[src/rtl/debug_pkg.sv]
// Shared definitions for the debug module: DMI register addresses, abstract
// command error codes and the state encodings of the run-control and abstract FSMs.
package debug_pkg;

  localparam logic [6:0] DM_DATA0      = 7'h04;
  localparam logic [6:0] DM_DMCONTROL  = 7'h10;
  localparam logic [6:0] DM_DMSTATUS   = 7'h11;
  localparam logic [6:0] DM_ABSTRACTCS = 7'h16;
  localparam logic [6:0] DM_COMMAND    = 7'h17;

  localparam logic [3:0] DM_VERSION     = 4'd2;
  localparam logic [3:0] DM_DATACOUNT   = 4'd1;
  localparam logic [4:0] DM_PROGBUFSIZE = 5'd0;

  typedef enum logic [2:0] {
    CMDERR_NONE       = 3'd0,
    CMDERR_BUSY       = 3'd1,
    CMDERR_NOTSUP     = 3'd2,
    CMDERR_HALTRESUME = 3'd4
  } cmderr_e;

  typedef enum logic {
    R_IDLE,
    R_RESUME
  } run_state_e;

  typedef enum logic [1:0] {
    A_IDLE,
    A_ACCESS,
    A_RDWAIT
  } abs_state_e;

  // Registers reachable by Access Register: dcsr, dpc and the GPRs x0..x31.
  function automatic logic regno_valid(input logic [15:0] regno);
    return (regno == 16'h07b0) || (regno == 16'h07b1) ||
           ((regno >= 16'h1000) && (regno <= 16'h101f));
  endfunction

endpackage

[src/rtl/dm_abs_cmd.sv]
// Abstract command engine: validates Access Register commands, sequences the
// core's abstract register port and owns cmderr and data0.
module dm_abs_cmd
  import debug_pkg::*;
(
  input  logic        clk_i,
  input  logic        reset_ni,
  input  logic        active,
  input  logic        wr_command,
  input  logic        wr_data0,
  input  logic        wr_abstractcs,
  input  logic [31:0] wdata,
  input  logic        core_halted,
  output logic        busy,
  output logic [2:0]  cmderr,
  output logic [31:0] data0,
  output logic        ar_en,
  output logic        ar_wr,
  output logic [15:0] ar_ad,
  output logic [31:0] ar_do,
  input  logic [31:0] ar_di
);

  abs_state_e  state_q, state_d;
  logic [2:0]  cmderr_q, cmderr_d;
  logic [31:0] data0_q, data0_d;
  logic        acc_wr_q, acc_wr_d;
  logic [15:0] acc_regno_q, acc_regno_d;

  logic [7:0]  cmd_type;
  logic [2:0]  cmd_aarsize;
  logic        cmd_postexec, cmd_transfer, cmd_write;
  logic [15:0] cmd_regno;

  assign cmd_type     = wdata[31:24];
  assign cmd_aarsize  = wdata[22:20];
  assign cmd_postexec = wdata[18];
  assign cmd_transfer = wdata[17];
  assign cmd_write    = wdata[16];
  assign cmd_regno    = wdata[15:0];

  assign busy = (state_q != A_IDLE);

  always_comb begin
    // NOTE: every variable gets a default before any branch so no path leaves it unassigned (no latch).
    state_d     = state_q;
    cmderr_d    = cmderr_q;
    data0_d     = data0_q;
    acc_wr_d    = acc_wr_q;
    acc_regno_d = acc_regno_q;

    case (state_q)
      A_ACCESS: state_d = acc_wr_q ? A_IDLE : A_RDWAIT;
      A_RDWAIT: begin
        data0_d = ar_di;
        state_d = A_IDLE;
      end
      default: ;
    endcase

    if (busy) begin
      // Touching command state mid-access is flagged and the write itself is dropped.
      if ((wr_command || wr_data0 || wr_abstractcs) && (cmderr_q == CMDERR_NONE))
        cmderr_d = CMDERR_BUSY;
    end else begin
      if (wr_abstractcs) cmderr_d = cmderr_q & ~wdata[10:8];
      if (wr_data0)      data0_d  = wdata;
      if (wr_command && (cmderr_q == CMDERR_NONE)) begin
        if ((cmd_type != 8'd0) || (cmd_aarsize != 3'd2) || cmd_postexec ||
            (cmd_transfer && !regno_valid(cmd_regno)))
          cmderr_d = CMDERR_NOTSUP;
        else if (!core_halted)
          cmderr_d = CMDERR_HALTRESUME;
        else if (cmd_transfer) begin
          state_d     = A_ACCESS;
          acc_wr_d    = cmd_write;
          acc_regno_d = cmd_regno;
        end
      end
    end

    if (!active) begin
      state_d     = A_IDLE;
      cmderr_d    = CMDERR_NONE;
      data0_d     = '0;
      acc_wr_d    = 1'b0;
      acc_regno_d = '0;
    end
  end

  // NOTE: sequential state uses non-blocking assignments so all registers update together at the edge.
  always_ff @(posedge clk_i or negedge reset_ni) begin
    if (!reset_ni) begin
      state_q     <= A_IDLE;
      cmderr_q    <= CMDERR_NONE;
      data0_q     <= '0;
      acc_wr_q    <= 1'b0;
      acc_regno_q <= '0;
    end else begin
      state_q     <= state_d;
      cmderr_q    <= cmderr_d;
      data0_q     <= data0_d;
      acc_wr_q    <= acc_wr_d;
      acc_regno_q <= acc_regno_d;
    end
  end

  assign cmderr = cmderr_q;
  assign data0  = data0_q;
  assign ar_en  = (state_q == A_ACCESS);
  assign ar_wr  = ar_en & acc_wr_q;
  assign ar_ad  = ar_en ? acc_regno_q : 16'h0000;
  assign ar_do  = ar_en ? data0_q : 32'h0000_0000;

endmodule

[src/rtl/dm_ctrl.sv]
// Debug-module controller for one hart: DMI register decode, halt/resume
// handshake with the core, and the abstract command engine instance.
module dm_ctrl
  import debug_pkg::*;
(
  input  logic        clk_i,
  input  logic        reset_ni,
  input  logic        dmi_req_i,
  input  logic        dmi_wr_i,
  input  logic [6:0]  dmi_addr_i,
  input  logic [31:0] dmi_wdata_i,
  output logic [31:0] dmi_rdata_o,
  output logic        dmi_rvalid_o,
  output logic        dbg_haltreq_o,
  output logic        dbg_resumereq_o,
  input  logic        core_resumeack_i,
  input  logic        core_running_i,
  input  logic        core_halted_i,
  output logic        dbg_ar_en,
  output logic        dbg_ar_wr,
  output logic [15:0] dbg_ar_ad,
  output logic [31:0] dbg_ar_do,
  input  logic [31:0] dbg_ar_di
);

  logic wr_req, rd_req;
  logic wr_data0, wr_dmcontrol, wr_abstractcs, wr_command;

  assign wr_req        = dmi_req_i & dmi_wr_i;
  assign rd_req        = dmi_req_i & ~dmi_wr_i;
  assign wr_data0      = wr_req && (dmi_addr_i == DM_DATA0);
  assign wr_dmcontrol  = wr_req && (dmi_addr_i == DM_DMCONTROL);
  assign wr_abstractcs = wr_req && (dmi_addr_i == DM_ABSTRACTCS);
  assign wr_command    = wr_req && (dmi_addr_i == DM_COMMAND);

  logic        dmactive_q, dmactive_d;
  logic        haltreq_q, haltreq_d;
  run_state_e  run_q, run_d;
  logic        resumeack_q, resumeack_d;
  logic        busy;
  logic [2:0]  cmderr;
  logic [31:0] data0;
  logic [31:0] rdata_d, rdata_q;
  logic        rvalid_q;

  // The written dmactive value gates the same write, so one access both
  // activates the DM and issues a request, and clearing it aborts at once.
  always_comb begin
    dmactive_d = dmactive_q;
    haltreq_d  = haltreq_q;
    if (wr_dmcontrol) begin
      dmactive_d = dmi_wdata_i[0];
      haltreq_d  = dmi_wdata_i[31] & dmi_wdata_i[0];
    end
  end

  always_comb begin
    run_d       = run_q;
    resumeack_d = resumeack_q;
    case (run_q)
      R_IDLE: begin
        if (wr_dmcontrol && dmi_wdata_i[0] && dmi_wdata_i[30] && !dmi_wdata_i[31] &&
            core_halted_i) begin
          resumeack_d = 1'b0;
          run_d       = R_RESUME;
        end
      end
      R_RESUME: begin
        if (core_resumeack_i) begin
          resumeack_d = 1'b1;
          run_d       = R_IDLE;
        end
      end
      default: run_d = R_IDLE;
    endcase
    if (!dmactive_d) begin
      run_d       = R_IDLE;
      resumeack_d = 1'b0;
    end
  end

  always_comb begin
    rdata_d = '0;
    if (rd_req) begin
      case (dmi_addr_i)
        DM_DATA0:      rdata_d = data0;
        DM_DMCONTROL:  rdata_d = {haltreq_q, 30'd0, dmactive_q};
        DM_DMSTATUS:   rdata_d = {14'd0, resumeack_q, resumeack_q, 4'd0,
                                  core_running_i, core_running_i,
                                  core_halted_i, core_halted_i,
                                  1'b1, 3'd0, DM_VERSION};
        DM_ABSTRACTCS: rdata_d = {3'd0, DM_PROGBUFSIZE, 11'd0, busy, 1'b0,
                                  cmderr, 4'd0, DM_DATACOUNT};
        default:       rdata_d = '0;
      endcase
    end
  end

  always_ff @(posedge clk_i or negedge reset_ni) begin
    if (!reset_ni) begin
      dmactive_q  <= 1'b0;
      haltreq_q   <= 1'b0;
      run_q       <= R_IDLE;
      resumeack_q <= 1'b0;
      rdata_q     <= '0;
      rvalid_q    <= 1'b0;
    end else begin
      dmactive_q  <= dmactive_d;
      haltreq_q   <= haltreq_d;
      run_q       <= run_d;
      resumeack_q <= resumeack_d;
      rdata_q     <= rdata_d;
      rvalid_q    <= rd_req;
    end
  end

  dm_abs_cmd u_abs_cmd (
    .clk_i         (clk_i),
    .reset_ni      (reset_ni),
    .active        (dmactive_d),
    .wr_command    (wr_command),
    .wr_data0      (wr_data0),
    .wr_abstractcs (wr_abstractcs),
    .wdata         (dmi_wdata_i),
    .core_halted   (core_halted_i),
    .busy          (busy),
    .cmderr        (cmderr),
    .data0         (data0),
    .ar_en         (dbg_ar_en),
    .ar_wr         (dbg_ar_wr),
    .ar_ad         (dbg_ar_ad),
    .ar_do         (dbg_ar_do),
    .ar_di         (dbg_ar_di)
  );

  assign dmi_rdata_o     = rdata_q;
  assign dmi_rvalid_o    = rvalid_q;
  assign dbg_haltreq_o   = haltreq_q;
  assign dbg_resumereq_o = (run_q == R_RESUME);

endmodule

[config.mk]
export PLATFORM = sky130hd
export DESIGN_NAME = dm_ctrl
export DESIGN_NICKNAME = d
export VERILOG_FILES = /design/src/rtl/debug_pkg.sv /design/src/rtl/dm_abs_cmd.sv /design/src/rtl/dm_ctrl.sv
export SDC_FILE = /design/constraint.sdc
export NUM_CORES = 1
export LEC_CHECK = 0
export BUFFER_PORTS_ARGS = -buffer_cell sky130_fd_sc_hd__buf_2
export CAP_MARGIN = 40
export CORE_ASPECT_RATIO = 1.4
export CORE_MARGIN = 2
export CORE_UTILIZATION = 45
export DETAILED_ROUTE_END_ITERATION = 7
export MAX_ROUTING_LAYER = met4
export PLACE_DENSITY = 0.76
export SETUP_SLACK_MARGIN = 0.05
export SKIP_LAST_GASP = 1
export SLEW_MARGIN = 20
export SYNTH_ARGS = -nofsm -noshare
export SYNTH_HDL_FRONTEND = slang
export SYNTH_HIERARCHICAL = 1
export SYNTH_SLANG_ARGS = --single-unit
export TNS_END_PERCENT = 100
[constraint.sdc]
create_clock -name clk_i -period 1.8 [get_ports clk_i]
set_clock_uncertainty 0.05 [all_clocks]
set_input_delay 0.36 -clock clk_i [delete_from_list [all_inputs] [get_ports clk_i]]
set_output_delay 0.36 -clock clk_i [all_outputs]
set_load 0.01 [all_outputs]
==> results by group, run 1 <==
Run status
  • Status: complete, but fails checks
  • Failing checks: negative setup slack

Critical path
  • Crit end category: flop
  • FF-to-FF End: u_abs_cmd/acc_regno_q[11]
  • Critical path class: input port to flop
  • Crit-path max FO: 7
  • Worst path required time: 1.97 ns
  • Reg2Reg Depth: 5
  • CP startpoint kind: input port
  • Worst flop-to-flop path startpoint: u_abs_cmd/cmderr[2]
  • FF-to-FF setup slack: -0.13 ns
  • CP arrival: ~2.2 ns

Pwr
  • Comb power frac: 0.076
  • Switching share of total power: 0.226
  • Sequential power share: 0.484
  • Leakage: between 3 and 4 nW
  • Max VDD drop: 458 uV
  • Sw Pwr: about 0.96 mW
  • P per Cell Area: 607 nW/um^2
  • Clock power share: 0.440
  • Internal power: 3.28 mW

Timing
  • Hold slack: 0.224 ns
  • Final Slew Violations: 0
  • Min cycle time layout: around 2 ns
  • Slack of the critical path: -0.179 ns
  • # setup viols final: 70
  • Final hold vios: 0
  • Max Clk Rate: slightly above 500 MHz
  • Setup TNS: -7.40 ns
  • Least-Margin Pin Slew: ~0.67 ns
  • Period Utilization, post-route: 1.10
  • RSZ-0062 raised after global routing: true
  • Headroom to the max-slew limit: 0.549

Hold path
  • Hold/Removal Path Class: input port to flop
  • Hold Startpoint: core_resumeack_i
  • Sink of the worst hold path: resumeack_q
  • Worst hold path cell count: 3

Floorplan
  • Core area: roughly 10000 um^2
  • Row Count: 43
  • Die Ht: approximately 120 um
  • Die ar.: 10,900 um^2
  • Die width: 88.8 um
  • # IOs: approximately 160
  • Initial Util: 0.460

Route
  • Drt first pass iters: 4
  • Final antenna-violating net count: 0
  • Post-Route WL: 14,600 um
  • Routed via count: roughly 4,200
  • Initial DRC Count: ~280
  • Residual DRC: 0
  • WL/cell: 18.5 um
  • Vias per cell: approximately 5.4

Global route
  • Global route total overflow: 0
  • Vias in the first global route: 4,358
  • First-pass GRT wire length: between 20,000 and 25,000 um
  • Total GRT Usage: 0.272
  • Antenna violations before repair: 0
  • Pin count of the biggest net entering global routing: 40

Yosys
  • Seq/Total Area, Yosys: 0.502
  • Synth Register Bits: a little over 90
  • Yosys Warn Count: 6
  • Syn Inst Count: 430
  • Most common flop cell mapped by yosys: dfrtp_1
  • Yosys cell types: 44
  • Mapped Area: between 4000 and 5000 um^2
  • Asr flop ratio synth: 1.00
  • Area contributors post-synth: dfrtp_1 50%, mux2i_1 9.9%, o211a_1 7.3%
  • Post-synth EDFFs: 0
  • Synth cell count leaders: 91 x dfrtp_1, 66 x nand2_1, 51 x and2_1, 45 x mux2i_1, 33 x o211a_1
  • Cell taking the most area after synthesis: dfrtp_1
  • Most common cell in the netlist: dfrtp_1
  • Share of the synthesized area in the top cell type: 0.502
  • Mapped Nets: slightly above 500
  • Synthesized area per cell: between 10 and 15 um^2

Placement
  • Placed cell count: 750
  • Port bufs: ~160
  • Detail Placement HPWL: 9690 um
  • Global placement routability congestion: between 0.9 and 1

CTS
  • Longest Clk Path Bufs: 2
  • Clk_lat worst skew: between 0.3 and 0.4 ns
  • CTS tree: yes
  • CTS Buf Count: 9
  • Root Buffer Master: clkbuf_16
  • CTS Sinks: 91
  • H-tree levels: 3
  • Clk slew on worst S/H paths: 0.06 ns

Layout
  • Area growth from synthesis to layout: 54.1%
  • Multi-input gate area: around 2300 um^2
  • Final #Nets: between 700 and 800
  • Fill cell count: approximately 700
  • Flip-flop and latch area: roughly 2300 um^2
  • Share of layout cells above drive strength 1: 0.495
  • Final std cells w/o fill: a little under 800

Job
  • Max cap viols: 0
-- flip-flops by register name (all words and copies together), names as in the netlist --
register,count
dbg_haltreq_o,1
dbg_resumereq_o,1
dmactive_q,1
dmi_rdata_o,32
dmi_rvalid_o,1
resumeack_q,1
u_abs_cmd/acc_regno_q,16
u_abs_cmd/acc_wr_q,1
u_abs_cmd/cmderr,3
u_abs_cmd/data0,32
u_abs_cmd/state_q,2
-- power groups by stage --
stage / Sequential (mW) / Clock (mW) / Combinational [mW]
6_report: 2.05 / 1.86 / 0.323
3_5_place_dp: 2.09 / 0 / 0.303
3_3_place_gp: 2.09 / 0 / 0.295
4_1_cts: 2.05 / 1.87 / 0.310
2_1_floorplan: 2.09 / 0 / 0.0620
5_1_grt: 2.05 / 1.97 / 0.348
-- layout by cell type (no fill, tap or decap), types with 12 or more instances in the layout --
| master | Yosys | layout |
|---|---|---|
| buf_2 | 3 | 119 |
| dfrtp_1 | 91 | 91 |
| nand2_1 | 66 | 65 |
| buf_6 | 3 | 53 |
| buf_4 | 1 | 50 |
| mux2i_1 | 45 | 45 |
| and2_4 | 0 | 39 |
| o211a_1 | 33 | 33 |
| and3_1 | 23 | 23 |
| a21oi_1 | 13 | 13 |
| and2_1 | 51 | 12 |
-- critical path: stages --
cell and delay, ns:
buf_6 0.09, nand3b_1 0.18, nor3_4 0.23, or4b_4 0.53, nor4_4 0.14, o211a_1 0.26
buf_6 0.15, and3b_2 0.20
-- area by class of cell --
cell class,instances,share of cell area
clock buffers,13,0.0401
inverters,6,0.00322
multi-input cells,301,0.329
clock inverters,3,0.00287
well taps,135,0.0242
diodes,1,0.000358
flip-flops and latches,91,0.326
repair buffers,239,0.275
-- how the worst max path moves through the flow --
stage / start / depth (start not counted) / to / slack [ns]
6_report: dmi_addr_i[3] / 8 / u_abs_cmd/acc_regno_q[11] / -0.18
5_1_grt: dmi_addr_i[3] / 8 / u_abs_cmd/acc_regno_q[11] / -0.24
4_1_cts: dmi_addr_i[5] / 9 / u_abs_cmd/acc_regno_q[11] / -0.20
3_3_place_gp: dmi_addr_i[3] / 8 / u_abs_cmd/acc_regno_q[14] / -0.62
3_5_place_dp: dmi_addr_i[6] / 8 / u_abs_cmd/acc_regno_q[6] / -0.65
2_1_floorplan: dmi_addr_i[6] / 8 / u_abs_cmd/acc_regno_q[10] / -0.40
-- per-layer routing --
layer / GRT usage / wire (um) / vias up
met5: - / 0 / -
met4: 0.127 / 665 / 0
met3: 0.0619 / 873 / 52
met2: 0.451 / 7570 / 184
met1: 0.308 / 5480 / 2051
li1: - / - / 1944
-- logic make-up after synthesis --
| kind of cell | Yosys count | share of synthesized area |
|---|---|---|
| adders and majority gates | 4 | 0.0110 |
| DFF | 91 | 0.502 |
| AOI/OAI and AO/OA | 62 | 0.111 |
| and+or+nand+nor | 190 | 0.234 |
| muxes | 45 | 0.0994 |
| buffers and inverters | 38 | 0.0420 |
-- through the flow --
| step | worst slack [ns] | util | cell area, um^2 | power, mW |
|---|---|---|---|---|
| final | -0.179 | 0.709 | 6990 | 4.24 |
| after global routing | -0.239 | 0.709 | 6980 | 4.37 |
| after global placement | -0.616 | 0.599 | 5900 | 2.38 |
| after floorplan | -0.399 | - | 4620 | 2.15 |
| after detailed placement | -0.648 | 0.599 | 5900 | 2.39 |
| after CTS | -0.199 | 0.698 | 6870 | 4.23 |
-- repair_timing --
action                                  CTS  global route
endpoints found under the hold margin    26             0
gates resized for setup                  82            42
endpoints found under the setup margin   98           109
pin swaps                                15            12
hold buffers                              1             0
buffers inserted                         13             6
cloned                                    7             0
Power figures use the tool's default switching activity.
==> run 2: changes to the inputs <==
--- a/config.mk
+++ b/config.mk
@@ -5,14 +5,16 @@
 export SDC_FILE = /design/constraint.sdc
 export NUM_CORES = 1
 export LEC_CHECK = 0
+export ABC_AREA = 1
 export BUFFER_PORTS_ARGS = -buffer_cell sky130_fd_sc_hd__buf_2
 export CAP_MARGIN = 40
 export CORE_ASPECT_RATIO = 1.4
 export CORE_MARGIN = 2
-export CORE_UTILIZATION = 45
+export CORE_UTILIZATION = 46
 export DETAILED_ROUTE_END_ITERATION = 7
+export HOLD_SLACK_MARGIN = 0.08
 export MAX_ROUTING_LAYER = met4
-export PLACE_DENSITY = 0.76
+export PLACE_DENSITY = 0.77
 export SETUP_SLACK_MARGIN = 0.05
 export SKIP_LAST_GASP = 1
 export SLEW_MARGIN = 20
==> results by group, run 2 <==
Run status
  • Status: complete, but fails checks
  • Failing checks: negative setup slack

Critical path
  • Crit-path max FO: 23
  • CP startpoint kind: flop
  • Worst setup startpoint: u_abs_cmd/state_q[1]
  • Worst path bufs/invs: 4
  • Reg2Reg Depth: 8
  • CP arrival: 1.45 ns
  • Crit path depth: 6
  • Cell Chain, Critical Path: inv_2 -> ha_4 -> buf_12 -> nand2_1 -> inv_1 -> buf_2
  • CP delay by family, top: buffers and inverters
  • Worst path required time: approximately 1.4 ns
  • Crit end category: primary output
  • Worst path slowest cell: dfrtp_1
  • Worst path max stage delay: around 0.4 ns
  • Critical path class: flop to primary output
  • Worst flop-to-flop path startpoint: u_abs_cmd/state_q[0]

Yosys
  • Asr flop ratio synth: 1.00
  • Synthesized area per cell: ~7.3 um^2
  • Synth Register Bits: 91
  • Synth Area in Simple Gates: 0.302
  • Seq/Total Area, Yosys: 0.481
  • Area contributors post-synth: dfrtp_1 48%, nand2_1 18%, inv_1 8.1%
  • Share of the synthesized area in the top cell type: 0.481
  • Mapped Area: between 4000 and 5000 um^2
  • Largest family of logic cells by synthesized area: simple AND/OR/NAND/NOR gates
  • Most common flop cell mapped by yosys: dfrtp_1
  • Yosys Warn Count: 6
  • Synth Area in Compound Gates: 0.0909
  • Yosys cell types: 28
  • Mapped Nets: approximately 730
  • Syn Inst Count: approximately 650
  • Synth cell count leaders: 226 x nand2_1, 102 x inv_1, 91 x dfrtp_1, 49 x nor2_1, 37 x o21ai_0
  • Post-synth EDFFs: 0
  • Post-synthesis mux area share: 0
  • Xor-xnor portion of the synthesized cell area: 0
  • Post-Synth Adder-Cell Area: 0.0106
  • Cell taking the most area after synthesis: dfrtp_1
  • Most common cell in the netlist: nand2_1

Layout
  • Share of layout cells above drive strength 1: 0.305
  • Final std cells w/o fill: just under 1,000
  • Final #Nets: 903
  • Commonest non-fill, non-tap cell in the layout: nand2_1
  • Final instance area: between 6000 and 7000 um^2
  • Fill cell count: ~860
  • Area growth from synthesis to layout: 32.5%
  • ANT cells: 0
  • Fin util: 0.630
  • Most frequent cells in the layout: 225 x nand2_1, 161 x buf_2, 101 x inv_1

Route
  • Residual DRC: 0
  • WL/cell: ~14 um
  • Post-Route WL: approximately 14,000 um
  • Drt first pass iters: 5
  • Routed via count: ~4,900
  • Vias per cell: about 5.0
  • Final antenna-violating net count: 0
  • Initial DRC Count: 395

Global route
  • Vias in the first global route: 4,692
  • Antenna violations before repair: 0
  • Total GRT Usage: 0.256
  • First-pass GRT wire length: 21,900 um
  • Pin count of the biggest net entering global routing: 44
  • Global route total overflow: 0

Hold path
  • Hold Startpoint: dbg_ar_di[21]
  • Hold/Removal Path Class: input port to flop
  • Worst hold path cell count: 3

CTS
  • CTS Sinks: ~90
  • CTS tree: yes
  • Root Buffer Master: clkbuf_16
  • H-tree levels: 3
  • Clk slew on worst S/H paths: around 0.07 ns
  • CTS Buf Count: 9
  • Longest Clk Path Bufs: 2
  • Clk_lat worst skew: roughly 0.35 ns

Timing
  • Max Clk Rate: 537 MHz
  • # setup viols final: ~50
  • Slack of the critical path: -0.0616 ns
  • Period Utilization, post-route: 1.03
  • Setup TNS: -1.74 ns
  • Final hold vios: 0
  • Headroom to the max-slew limit: 0.734
  • Least-Margin Pin Slew: approximately 0.4 ns
  • Final Slew Violations: 0
  • Min cycle time layout: around 1.9 ns
  • RSZ-0062 raised after global routing: true

Floorplan
  • Initial Util: 0.476
  • Row Count: 43
  • Core area: 9950 um^2
  • Die Ht: 124 um
  • Die width: 89.8 um
  • # IOs: approximately 160
  • Die ar.: about 11,000 um^2

Placement
  • Global placement routability congestion: a little under 0.9
  • Placed Area: 5930 um^2
  • Detail Placement HPWL: 10,200 um
  • Placed cell count: 943
  • Port bufs: 162

Pwr
  • Leakage: ~3.6 nW
  • Total power: ~4.3 mW
  • P per Cell Area: a little under 700 nW/um^2
  • Max VDD drop: between 400 and 500 uV

Job
  • Max cap viols: 0
[run 2: cell types whose count changed in the layout (fill, tap and decap cells not counted), moves of 15 or more]
cell,change
mux2i_1,-45
nand3_1,+17
nand2_1,+160
o211a_1,-33
a31oi_1,+32
buf_2,+42
buf_6,-53
inv_1,+97
nor2_1,+42
buf_4,-24
o21ai_0,+31
nand2_2,+15
and3_1,-23
and2_4,-39
[run 2: cell type report]
type / instances / area [um^2] / share of cell area
Multi-Input combinational cell: 417 / 1930 / 0.308
Clock buffer: 9 / 225 / 0.0359
Tap cell: 135 / 169 / 0.0269
Timing Repair Buffer: 197 / 1190 / 0.190
Clock inverter: 7 / 81.3 / 0.0130
Sequential cell: 91 / 2280 / 0.363
Inverter: 105 / 394 / 0.0628
[run 2: metal layers]
layer / vias to the layer above / global-route usage / share of wire
li1: 2326 / - / -
met1: 2251 / 0.297 / 0.40
met2: 243 / 0.431 / 0.50
met3: 33 / 0.0508 / 0.071
met4: 0 / 0.127 / 0.033
met5: - / - / 0
[run 2: cell families (layout without fill, tap and decap cells)]
logic type      Yosys count  in the layout
simple gates            337            337
buf+inv                 137            318
flops                    91             91
compound gates           76             76
fa+ha+maj                 4              4
[run 2: final timing paths]
path / end / slack (ns)
hold reg to reg: u_abs_cmd/acc_regno_q[14] / 0.45
max in group asynchronous: u_abs_cmd/state_q[0] / 0.73
min in group asynchronous: u_abs_cmd/data0[6] / 0.43
hold / removal: u_abs_cmd/data0[21] / 0.22
setup / recovery: dbg_ar_do[17] / -0.06
setup reg to reg: u_abs_cmd/acc_regno_q[12] / 0.11
[run 2: timing repair]
| item | CTS | global route |
|---|---|---|
| hold endpoints to repair | 23 | 0 |
| resized for setup | 2 | 4 |
| buffers inserted | 1 | 0 |
| hold buffers | 1 | 0 |
| cloned | 0 | 0 |
| endpoints found under the setup margin | 50 | 71 |
| pin swaps | 0 | 2 |
[run 2: where the power goes]
group          switching, mW  leakage, nW  internal (mW)  total (mW)
Sequential           0.00733         1.27           2.05        2.06
Combinational          0.194         2.20          0.122       0.316
Clock                  0.860        0.147           1.10        1.96
[run 2: worst register-to-register path, stage by stage, from the launching register on]
cell,delay [ns]
dfrtp_2,0.44
inv_1,0.09
ha_1,0.17
nand3_1,0.10
nor3_2,0.26
nand3_4,0.16
buf_12,0.18
nand3_1,0.07
nand2_1,0.06
[run 2: stage by stage]
step	hold WS, ns	setup slack, ns
final	0.219	-0.0616
after global routing	0.225	-0.113
after CTS	0.215	-0.0627
after detailed placement	0.263	-0.181
after global placement	0.264	-0.136
after floorplan	0.0144	-0.00102
==> run 3: changes to the inputs <==
--- a/config.mk
+++ b/config.mk
@@ -6,15 +6,15 @@
 export NUM_CORES = 1
 export LEC_CHECK = 0
 export ABC_AREA = 1
-export BUFFER_PORTS_ARGS = -buffer_cell sky130_fd_sc_hd__buf_2
 export CAP_MARGIN = 40
 export CORE_ASPECT_RATIO = 1.4
 export CORE_MARGIN = 2
-export CORE_UTILIZATION = 46
+export CORE_UTILIZATION = 57
 export DETAILED_ROUTE_END_ITERATION = 7
+export DONT_BUFFER_PORTS = 1
 export HOLD_SLACK_MARGIN = 0.08
 export MAX_ROUTING_LAYER = met4
-export PLACE_DENSITY = 0.77
+export PLACE_DENSITY = 0.75
 export SETUP_SLACK_MARGIN = 0.05
 export SKIP_LAST_GASP = 1
 export SLEW_MARGIN = 20
==> constraint.sdc (replaced) <==
create_clock -name clk_i -period 1.8 [get_ports clk_i]
set_clock_uncertainty 0.05 [all_clocks]
set_input_delay 0.09 -clock clk_i [delete_from_list [all_inputs] [get_ports clk_i]]
set_output_delay 0.09 -clock clk_i [all_outputs]
set_load 0.01 [all_outputs]
==> results by group, run 3 (same netlist as run 2, synthesis figures left out) <==
Run status
  • Status: complete, but fails checks
  • Failing checks: negative hold slack

Route
  • Drt first pass iters: 6
  • Initial DRC Count: around 430
  • Final antenna-violating net count: 0
  • M1 WL: between 5000 and 6000 um
  • WL/cell: around 17 um
  • Routed via count: between 4,000 and 5,000
  • Residual DRC: 0
  • Highest Signal Layer: met4
  • DR WL met3: about 890 um
  • Vias per cell: 5.57
  • Met2 Routed Length: about 7600 um
  • Post-Route WL: 13,900 um

Critical path
  • Reg2Reg Depth: 8
  • CP arrival: roughly 1.9 ns
  • CP startpoint kind: flop
  • FF-to-FF setup slack: ~0.10 ns
  • Worst flop-to-flop path startpoint: u_abs_cmd/state_q[1]
  • Crit-path max FO: 5
  • Worst path required time: slightly below 2 ns
  • Worst setup startpoint: u_abs_cmd/state_q[1]
  • Crit end category: flop
  • Critical path class: flop to flop

Layout
  • Area growth from synthesis to layout: 25.3%
  • ANT cells: 0
  • Fill cell count: between 600 and 700
  • Final std cells w/o fill: ~820
  • Commonest non-fill, non-tap cell in the layout: nand2_1
  • Most frequent cells in the layout: 225 x nand2_1, 100 x inv_1, 91 x dfrtp_1
  • Final #Nets: approximately 800
  • Share of layout cells above drive strength 1: 0.103

Floorplan
  • Die width: roughly 81 um
  • Die Ht: 112 um
  • Row Count: 39
  • Initial Util: 0.585
  • Core area: between 8000 and 9000 um^2
  • Die ar.: 9060 um^2
  • # IOs: 163

Timing
  • Hold slack: -0.599 ns
  • Final hold vios: 91
  • Period Utilization, post-route: 0.944
  • Slack of the critical path: 0.102 ns
  • Least-Margin Pin Slew: between 0.4 and 0.5 ns
  • Min cycle time layout: roughly 1.7 ns
  • # setup viols final: 0
  • Final Slew Violations: 0
  • Max Clk Rate: 589 MHz
  • RSZ-0062 raised after global routing: true
  • Headroom to the max-slew limit: 0.682
  • Setup TNS: 0 ns

Global route
  • Global route total overflow: 0
  • First-pass GRT wire length: 21,700 um
  • Vias in the first global route: approximately 4,500
  • Total GRT Usage: 0.324
  • Antenna violations before repair: 0
  • Pin count of the biggest net entering global routing: 92

Pwr
  • Leakage: approximately 3 nW
  • Max VDD drop: 640 uV
  • Total power: between 4 and 5 mW
  • P per Cell Area: 697 nW/um^2

CTS
  • Root Buffer Master: clkbuf_16
  • Clk_lat worst skew: roughly 0.33 ns
  • CTS Sinks: 91
  • CTS Buf Count: 9
  • Longest Clk Path Bufs: 2
  • CTS tree: yes
  • Clk slew on worst S/H paths: ~0.060 ns
  • H-tree levels: 3
  • Cts hold-fix bufs: 70

Placement
  • Detail Placement HPWL: between 8000 and 9000 um
  • Global placement routability congestion: 0.893
  • Port bufs: 0
  • Placed cell count: a little over 700
  • Pre-CTS setup slack: roughly 0.0022 ns

Hold path
  • Hold/Removal Path Class: input port to asynchronous set/reset pin

Job
  • Max cap viols: 0
-- run 3: area by class of cell --
cell class              count  area, um^2  share of cell area
flip-flops and latches     91        2280               0.384
repair buffers             89         915               0.154
inverters                 105         394              0.0664
clock inverters             5        56.3             0.00949
well taps                 102         128              0.0215
multi-input cells         417        1940               0.327
clock buffers               9         225              0.0380
-- run 3: final timing paths --
check	endpoint
worst min register to register	u_abs_cmd/acc_regno_q[11]
max in group asynchronous	dmi_rdata_o[30]
min in group clk_i	dbg_haltreq_o
worst max register to register	u_abs_cmd/acc_regno_q[4]
worst max-delay path	u_abs_cmd/acc_regno_q[4]
worst min-delay path	dmi_rdata_o[14]
-- run 3: per-layer routing --
metal  up-vias  global-route usage
met5         -                   -
li1       2103                   -
met3        36              0.0470
met1      2152               0.370
met2       268               0.545
met4         0               0.157
-- run 3: worst max-delay path, cell delays in order, from the launching register on --
cell,delay (ns)
dfrtp_1,0.39
inv_2,0.09
ha_4,0.16
nand3_1,0.11
nor3_2,0.26
nand3_4,0.19
buf_12,0.18
nand3_1,0.08
nand2_1,0.07
-- run 3: repair_timing --
| item | in CTS | in global routing |
|---|---|---|
| setup buffers | 1 | 5 |
| resized for setup | 2 | 4 |
| cloned | 0 | 1 |
| endpoints found under the setup margin | 18 | 30 |
| pin swaps | 1 | 3 |
| hold endpoints to repair | 147 | 91 |
-- run 3: metrics by stage --
stage / util / area (um^2)
after floorplan: - / 4740
after global placement: 0.599 / 4850
after detailed placement: 0.599 / 4850
after CTS: 0.723 / 5860
after global routing: 0.732 / 5930
final: 0.732 / 5930
-- run 3: power breakdown --
group          leakage (nW)  switching [mW]  total, mW  internal [mW]
logic                  1.63           0.131      0.272          0.141
clock network         0.137           0.742       1.80           1.06
registers              1.27         0.00847       2.06           2.06
